--- src/rtl/serial_sub_pkg.sv ---
// serial_sub_pkg: shared states and widths for the serial subtractor driver and its bench
package serial_sub_pkg;
   localparam int DEF_W = 4;
   localparam int PHASE_LEN = DEF_W;
   typedef enum logic [2:0] {IDLE, CLEAR, LOAD, RUN, DONE} state_t;
endpackage

--- src/rtl/four_bit_serial_sub_driver_sipo.sv ---
// sipo_shift_reg: right-shifting serial-in/parallel-out register, newest bit enters at the MSB
module sipo_shift_reg #(
   parameter int W = 4
) (
   input  logic         clk,
   input  logic         rstn,
   input  logic         i_en,
   input  logic         i_bit,
   output logic [W-1:0] o_data
);
   always_ff @(posedge clk)
      if (!rstn) o_data <= '0;
      else if (i_en) o_data <= W'({i_bit, o_data} >> 1);
endmodule

--- src/rtl/four_bit_serial_sub_driver.sv ---
// four_bit_serial_sub_driver: parallel operands to serial SI/SE for the subtractor, serial difference back to parallel
module four_bit_serial_sub_driver
   import serial_sub_pkg::*;
#(
   parameter int W = DEF_W
) (
   input  logic         clk,
   input  logic         rstn,
   input  logic         start,
   input  logic [W-1:0] a,
   input  logic [W-1:0] b,
   output logic         ready,
   output logic         sub_rstn,
   output logic         SI,
   output logic         SE,
   input  logic         diff_in,
   input  logic         borrow_in,
   output logic [W-1:0] diff_out,
   output logic         borrow_out,
   output logic         done
);
   localparam int CW = (W > 1) ? $clog2(W) : 1;
   state_t r_state, w_next;
   logic [CW-1:0] r_count;
   logic [W-1:0] r_a, r_b, w_diff_sr;
   logic w_last, w_run;
   assign w_last = r_count == CW'(W - 1);
   assign w_run = r_state == RUN;
   always_ff @(posedge clk)
      r_state <= !rstn ? IDLE : w_next;
   always_comb begin
      w_next = r_state;
      case (r_state)
         IDLE:    w_next = start ? CLEAR : IDLE;
         CLEAR:   w_next = LOAD;
         LOAD:    w_next = w_last ? RUN : LOAD;
         RUN:     w_next = w_last ? DONE : RUN;
         default: w_next = IDLE;
      endcase
   end
   always_comb begin
      ready = r_state == IDLE;
      SE = r_state == LOAD || w_run;
      SI = r_state == LOAD ? r_b[r_count] : w_run ? r_a[r_count] : 1'b0;
   end
   // global reset also clears the subtractor
   assign sub_rstn = rstn && r_state != CLEAR;
   always_ff @(posedge clk) begin
      if (!rstn) begin
         r_count <= '0;
         r_a <= '0;
         r_b <= '0;
         done <= 1'b0;
         diff_out <= '0;
         borrow_out <= 1'b0;
      end else begin
         r_count <= SE && !w_last ? r_count + 1'b1 : '0;
         done <= r_state == DONE;
         if (ready && start) begin
            r_a <= a;
            r_b <= b;
         end
         if (r_state == DONE) begin
            diff_out <= w_diff_sr;
            borrow_out <= borrow_in;
         end
      end
   end
   sipo_shift_reg #(.W(W)) u_diff_sr (
      .clk    (clk),
      .rstn   (rstn),
      .i_en   (w_run),
      .i_bit  (diff_in),
      .o_data (w_diff_sr)
   );
endmodule

--- config.mk ---
export PLATFORM = sky130hd
export DESIGN_NAME = four_bit_serial_sub_driver
export DESIGN_NICKNAME = d
export VERILOG_FILES = /design/src/rtl/serial_sub_pkg.sv /design/src/rtl/four_bit_serial_sub_driver_sipo.sv /design/src/rtl/four_bit_serial_sub_driver.sv
export SDC_FILE = /design/constraint.sdc
export NUM_CORES = 1
export LEC_CHECK = 0
export CAP_MARGIN = 20
export CELL_PAD_IN_SITES_DETAIL_PLACEMENT = 1
export CELL_PAD_IN_SITES_GLOBAL_PLACEMENT = 2
export CORE_ASPECT_RATIO = 0.75
export CORE_MARGIN = 5
export CORE_UTILIZATION = 30
export CTS_CLUSTER_SIZE = 24
export DETAILED_ROUTE_END_ITERATION = 6
export GPL_TIMING_DRIVEN = 1
export PLACE_DENSITY = 0.79
export SETUP_SLACK_MARGIN = 0.02
export SKIP_CTS_REPAIR_TIMING = 1
export SYNTH_ARGS = -nofsm -noshare
export SYNTH_HDL_FRONTEND = slang
export SYNTH_SLANG_ARGS = --single-unit
export TNS_END_PERCENT = 1
--- constraint.sdc ---
create_clock -name clk -period 1.7 [get_ports clk]
set_input_delay 0.255 -clock clk [delete_from_list [all_inputs] [get_ports clk]]
set_output_delay 0.255 -clock clk [all_outputs]
set_load 0.02 [all_outputs]
**Word level (Yosys, flattened, before mapping)**

Cells that the tools add are included.

- Eq/ne operators: 6
- Magnitude comparators: 1
- Reductions and logical operators: 7
- $add $sub $neg: 1
- Mux-type cells: 10

Operators with widths:

| cell | count |
|---|---|
| one-hot mux 3 bit (4 select lines) | 1 |
| equality test 3 x 2 -> 1 bit, second input constant | 2 |
| two-way mux 1 bit | 6 |
| binary-select mux 1 bit (select 2 bit) | 2 |
| equality test 3 x 1 -> 1 bit, second input constant | 1 |
| equality test 3 bit, second input constant | 1 |
| logical AND 1 bit | 3 |
| zero test 3 bit | 1 |
| less-than comparator 2 x 3 -> 1 bit, second input constant | 1 |
| two-way mux 3 bit | 1 |
| inequality test 3 x 1 -> 1 bit, second input constant | 1 |
| adder 2 x 1 -> 2 bit, second input constant | 1 |
| equality test 2 bit, second input constant | 1 |
| AND reduction 2 bit | 1 |
| zero test 1 bit | 1 |
| logical OR 1 bit | 1 |

- Output and inout bits: 10
- Input bits: 13
- Register bits after elaboration: 23

**Depth between registers and ports, before layout**

Gate-level depths: netlist of run 1.

- Depth after elaboration: 4
- Mapped depth: 5

**By module**

A second synthesis of run 1 with hierarchy kept.

- Cells, all modules: 95
- Area total of the unflattened synthesis: 999.7 um^2

Modules (own cells, without submodules):

| module | area each (um^2) | instances | cells an instance |
|---|---|---|---|
| four_bit_serial_sub_driver | 843.3 | 1 | 82 |
| sipo_shift_reg | 156.4 | 1 | 13 |

**Worst setup path after synthesis of run 1**

No wires, ideal clock.

- Kind: register to output
- Start point: register r_state[0]
- End point: output SI
- Data required time: 1445 ps
- Stages on the path, launching flop included: 6
- Path buffers: 2
- Data arrival time: 1136 ps
- Slack: 309 ps
- Cells stage by stage: dfxtp_1 > buf_4 > buf_2 > mux4_2 > nand3_1 > nand2_1

- Cells in the longest elaborated chain, start to end: 3

Ends and longest elaborated chain:

| element | RTL line | text |
|---|---|---|
| start, declared | four_bit_serial_sub_driver.sv:23 | `state_t r_state, w_next;` |
| start signal, assigned | four_bit_serial_sub_driver.sv:30 | `r_state <= !rstn ? IDLE : w_next;` |
| equality test 3 x 2 -> 1 bit | four_bit_serial_sub_driver.sv:28 | `assign w_run = r_state == RUN;` |
| two-way mux 1 bit | four_bit_serial_sub_driver.sv:44 | `SI = r_state == LOAD ? r_b[r_count] : w_run ? r_a[r_count] : 1'b0;` |
| two-way mux 1 bit * | four_bit_serial_sub_driver.sv:44 |  |
| end, declared | four_bit_serial_sub_driver.sv:14 | `output logic SI,` |

Mark *: on every way between the ends. The rest lies on a longest branch, timed or not.

**Final worst setup path of run 1**

- Start point: register r_count[1]
- End point: output SI

- Cells in the longest elaborated chain, start to end: 4

Ends and longest elaborated chain:

| element | RTL line | text |
|---|---|---|
| start, declared | four_bit_serial_sub_driver.sv:24 | `logic [CW-1:0] r_count;` |
| start signal, assigned | four_bit_serial_sub_driver.sv:57 | `r_count <= SE && !w_last ? r_count + 1'b1 : '0;` |
| binary-select mux 1 bit (select 2 bit) | four_bit_serial_sub_driver.sv:44 |  |
| two-way mux 1 bit (implied by the code) | four_bit_serial_sub_driver.sv:44 |  |
| two-way mux 1 bit | four_bit_serial_sub_driver.sv:44 |  |
| two-way mux 1 bit * | four_bit_serial_sub_driver.sv:44 |  |

Mark *: on every way between the ends. The rest lies on a longest branch, timed or not. The select of a mux whose other input is x is not followed.

==> run summary, run 1 <==
Area growth syn-to-layout -> 33.0%
register area share after synthesis -> 0.450
Tcrit/Tclk final -> 0.991
clock slew seen by the registers of the worst setup and hold paths -> 0.08 ns
M2 GR Usage -> 0.180
top-count cell post-synth -> dfxtp_1
H-tree lvl count -> 1
Crit. End Element -> output pin
core outline area -> 0.00329 sq mm
pre-CTS setup slack -> -0.176 ns
IO Count -> 23
initial core utilization -> 0.311
YS warnings -> 0
cells after synthesis -> 102
Routed WL -> 2.33 mm
Port Buf Inserts -> 22
CTS tree -> built
Final GP Congestion -> 0.695
drt wl/cell -> 13.8 um
first-pass GRT wire length -> 3.83 mm
minimum clock period after layout -> 1.69 ns
Worst-Margin Slew -> 0.399 ns
post-route cell area -> 0.00136 sq mm
share of async-settable or async-resettable flops after synthesis -> 0
Startpoint Class -> flop
slowest stage delay, CP -> 0.50 ns
Post-Route Setup TNS -> 0 ns
Antenna diodes -> 0
worst path arrival time -> 1.43 ns
final hold viol count -> 0
placed cell area -> 0.00131 sq mm
buffer and inverter count on the worst path -> 1
Final Max Tran Viols -> 0
Post-synth EDFFs -> 0
# nets final -> 144
unrepaired setup endpoints after global routing -> yes
DR iter-0 viols -> 22
crit-path cells -> mux4_2 -> nand3b_1 -> nand2_1 -> buf_2
fmax -> 0.593 GHz
met3 Use GR -> 0.0282
Hold WC Path Type -> reg -> reg
GRT busiest layer -> met2
largest net degree at the start of global routing -> 24
post-synthesis register bit count -> 23
area of the mapped netlist -> 0.00102 sq mm
Syn Area/Cell -> 10.0 sq um
vias per std cell -> 4.79
DRC -> 0
PnR worst setup slack -> 0.0148 ns
die area -> 0.00469 sq mm
Fill cells -> 380
Root Driver -> clkbuf_8
clock tree buffer depth -> 2
Die Width -> 77.4 um
initial antenna violation count -> 0
highest-delay cell along the critical path -> mux4_2
total CTS buffers -> 3
First-pass DRT Iterations -> 4
share of the synthesized area in the top cell type -> 0.450
layout cells sized above 1 -> 0.171
ys flop type -> dfxtp_1
critical path's top delay family -> multiplexers
Clock Latency Late Sink -> 0.26 ns
Synth top cells by count -> 23 x dfxtp_1, 20 x nand2_1, 8 x a21boi_1
global routing usage on met1 -> 0.131
Final ANT Viol Nets -> 0
Clock Skews -> 0.00266 ns
crit-path max FO -> 3
vias in the first global route -> 833
dpl hpwl -> 1.73 mm
Pwr Density -> 781 mW/mm^2
Synth cell types -> 28
status -> complete, no violations
Max-cap violations -> 0
relative max-transition margin -> 0.734
Die Y -> 60.6 um
cell taking the most area after synthesis -> dfxtp_1
vias -> 809
Lkg Pwr -> 0.527 nW
syn_nets -> 116
Worst Path Required -> 1.44 ns
GRT Util Overall -> 0.103
clk sink count -> 23
Peak VDD IR -> 0.000347 V
row cnt -> 18
critical path type -> reg -> out
GRT Residual Overflow -> 0
Finish-stage setup viols -> 0
leading post-synthesis cells by cell area -> dfxtp_1 45%, nand2_1 7.3%, a21boi_1 5.9%
-- sequential cells by signal, indices dropped and copies added (netlist names) --
register,cells
u_diff_sr.o_data,4
r_count,2
r_b,4
r_state,3
borrow_out,1
done,1
r_a,4
diff_out,4
-- per-layer routing --
layer | up-vias | routed length [um]
met5 | - | 0
met2 | 15 | 1130
met4 | 0 | 18
met3 | 2 | 83
met1 | 391 | 1100
li1 | 401 | -
-- final cells by class --
cell class | instances | area [sq um] | share of cell area
Clock buffer | 4 | 45.0 | 0.0331
Inverter | 1 | 3.75 | 0.00276
Multi-Input combinational cell | 70 | 505 | 0.372
Sequential cell | 23 | 465 | 0.342
Tap cell | 40 | 50.0 | 0.0368
Timing Repair Buffer | 31 | 290 | 0.213
-- layout by cell type, fill, tap and decap left out, types with 2 or more instances in the layout --
cell type	synthesis	final
nor4bb_1	2	2
nor2_1	2	2
a21boi_1	8	8
dfxtp_1	23	21
nor2b_1	6	6
nand3_1	6	6
mux4_2	2	2
nand2_1	20	20
nand3b_1	2	2
clkdlybuf4s50_1	0	18
mux2i_1	5	5
buf_4	1	9
a21boi_0	4	4
nand2_2	2	2
dlymetal6s2s_1	0	3
clkbuf_8	0	3
-- logic make-up after synthesis --
family | after synthesis | share of synthesized area
compound gates | 14 | 0.104
simple gates | 47 | 0.277
mux | 7 | 0.0930
xor+xnor | 1 | 0.00857
fa+ha+maj | 1 | 0.0122
flops | 23 | 0.450
buf+inv | 9 | 0.0551
-- stage by stage --
stage / utilization / std cells / total power, mW / hold WS, ns
4_1_cts: 0.411 / 169 / 1.09 / 0.464
2_1_floorplan: - / 102 / 0.680 / 0.390
3_3_place_gp: 0.398 / 165 / 0.748 / 0.445
5_1_grt: 0.414 / 169 / 1.12 / 0.473
6_report: 0.414 / 169 / 1.06 / 0.459
3_5_place_dp: 0.398 / 165 / 0.753 / 0.453
-- power breakdown --
part           internal (mW)  switching [mW]
clock                  0.167           0.159
combinational         0.0905          0.0772
sequential             0.556          0.0124
-- path summary, 6_finish.rpt --
kind                               from                  endpoint  slack [ns]  depth (start not counted)
hold / removal      r_a[2]$_SDFFE_PN0P_       r_a[2]$_SDFFE_PN0P_        0.46                          2
setup / recovery  r_count[1]$_SDFF_PN0_                        SI        0.01                          4
setup reg to reg  r_state[0]$_SDFF_PN0_  diff_out[0]$_SDFFE_PN0P_        0.27                          5
hold reg to reg     r_a[2]$_SDFFE_PN0P_       r_a[2]$_SDFFE_PN0P_        0.46                          2
-- worst reg2reg max path, delay by kind of cell (launching register included) --
kind                   cells  cell delay (ns)
and+or+nand+nor            2             0.43
muxes                      1             0.24
buffers and inverters      2             0.31
DFF                        1             0.36
No activity file was read; power rests on OpenSTA's default activity.
==> inputs of run 2 (changes only) <==
--- a/config.mk
+++ b/config.mk
@@ -14,7 +14,7 @@
 export CTS_CLUSTER_SIZE = 24
 export DETAILED_ROUTE_END_ITERATION = 6
 export GPL_TIMING_DRIVEN = 1
-export PLACE_DENSITY = 0.79
+export PLACE_DENSITY_LB_ADDON = 0.1
 export SETUP_SLACK_MARGIN = 0.02
 export SKIP_CTS_REPAIR_TIMING = 1
 export SYNTH_ARGS = -nofsm -noshare
==> run 2 against run 1 <==
Sequential power about the same; sequential share of layout area down 0.25 points; critical path depth did not move; via count is 4.0% lower; non-clock buffer count is 1 lower; hold slack improved by 0.0020 ns; flip-flop and latch count unchanged; critical path type unchanged; critical endpoint unchanged; largest power group unchanged.
==> run summary, run 2 (synthesis results as in run 1) <==
Final ANT Viol Nets -> 0
Fill cells -> 383
most frequent cells in the layout -> 21 x dfxtp_1, 19 x nand2_1, 18 x clkdlybuf4s50_1
Routed WL -> 2.33 mm
final hold viol count -> 0
Hold WS -> 0.461 ns
multi-input logic area -> 513 sq um
worst reg2reg startpoint -> r_state[1]$_SDFF_PN0_
M2 GR Usage -> 0.170
Post-Route Setup TNS -> 0 ns
critical path type -> reg -> out
Die Width -> 77.4 um
pre-CTS setup slack -> -0.154 ns
Clock Skews -> 0.00618 ns
# nets final -> 143
Antenna diodes -> 0
Setup crit start -> r_count[1]$_SDFF_PN0_
clock tree buffer depth -> 2
die area -> 0.00469 sq mm
total CTS buffers -> 3
Startpoint Class -> flop
Root Driver -> clkbuf_8
unrepaired setup endpoints after global routing -> yes
clock slew seen by the registers of the worst setup and hold paths -> 0.09 ns
CTS tree -> built
Hold WC Path Type -> reg -> reg
First-pass DRT Iterations -> 4
Die Y -> 60.6 um
Port Buf Inserts -> 22
total power -> 1.09 mW
DRC -> 0
Worst R2R End -> r_b[1]$_SDFFE_PN0P_
Max-cap violations -> 0
Worst Path Required -> 1.44 ns
Final Max Tran Viols -> 0
layout cells sized above 1 -> 0.188
global routing usage on met1 -> 0.148
register area -> 465 sq um
GRT Residual Overflow -> 0
largest net degree at the start of global routing -> 24
fmax -> 0.595 GHz
Crit. End Element -> output pin
PnR worst setup slack -> 0.0207 ns
Peak VDD IR -> 0.000255 V
Clock Latency Late Sink -> 0.27 ns
reg2reg setup slack -> 0.33 ns
initial antenna violation count -> 0
core outline area -> 0.00329 sq mm
first-pass GRT wire length -> 3.98 mm
H-tree lvl count -> 1
IO Count -> 23
row cnt -> 18
status -> complete, no violations
Min-Delay Endpoint -> r_a[2]$_SDFFE_PN0P_
Finish-stage setup viols -> 0
Final GP Congestion -> 0.683
worst path arrival time -> 1.42 ns
Worst-Margin Slew -> 0.417 ns
worst r2r path cells -> 4
dpl hpwl -> 1.72 mm
Pwr Density -> 796 mW/mm^2
met3 Use GR -> 0.0445
commonest non-fill, non-tap cell in the layout -> dfxtp_1
GRT Util Overall -> 0.112
drt wl/cell -> 13.9 um
vias per std cell -> 4.63
clk sink count -> 23
Area growth syn-to-layout -> 34.0%
Tcrit/Tclk final -> 0.988
Lkg Pwr -> 0.521 nW
vias -> 777
minimum clock period after layout -> 1.68 ns
initial core utilization -> 0.311
GRT busiest layer -> met2
Hold Startpoint -> r_a[2]$_SDFFE_PN0P_
relative max-transition margin -> 0.722
DR iter-0 viols -> 4
crit-path max FO -> 3
Min-Delay Path Depth -> 2
vias in the first global route -> 824
run 2: worst max-delay path by stage:
stage | cells past startpoint | to | slack, ns
global route | 4 | SI | -0.03
CTS | 4 | SI | -0.47
finish | 4 | SI | 0.02
floorplan | 5 | SI | 0.31
detailed placement | 4 | SI | -0.15
global placement | 4 | SI | -0.12
run 2: per-stage QoR:
step	area, sq um	std cells	utilization
final	1370	168	0.417
after global routing	1370	168	0.417
after global placement	1300	164	0.395
after floorplan	1020	102	-
after detailed placement	1300	164	0.395
after CTS	1350	168	0.410
run 2: worst max-delay path, stage by stage, from the launching register on:
cell,delay (ns)
dfxtp_4,0.37
mux4_2,0.49
nand3b_1,0.11
nand2_2,0.06
buf_6,0.13
run 2: report_power, final:
| part | total, mW | switching, mW | internal, mW |
|---|---|---|---|
| registers | 0.569 | 0.0133 | 0.556 |
| clock network | 0.356 | 0.190 | 0.166 |
| logic | 0.165 | 0.0764 | 0.0890 |
| total | 1.09 | 0.279 | 0.811 |
run 2: layout make-up:
type	instances	area share
clock buffers	3	0.0301
clock inverters	1	0.00548
inverters	1	0.00274
multi-input cells	70	0.374
flip-flops and latches	23	0.340
well taps	40	0.0365
repair buffers	30	0.211
run 2: routing by layer:
metal,part of all wire,vias to the layer above,wire [um]
met5,0,-,0
met4,0.0073,0,17
met3,0.056,2,131
met2,0.42,16,973
met1,0.52,358,1210
li1,-,401,-
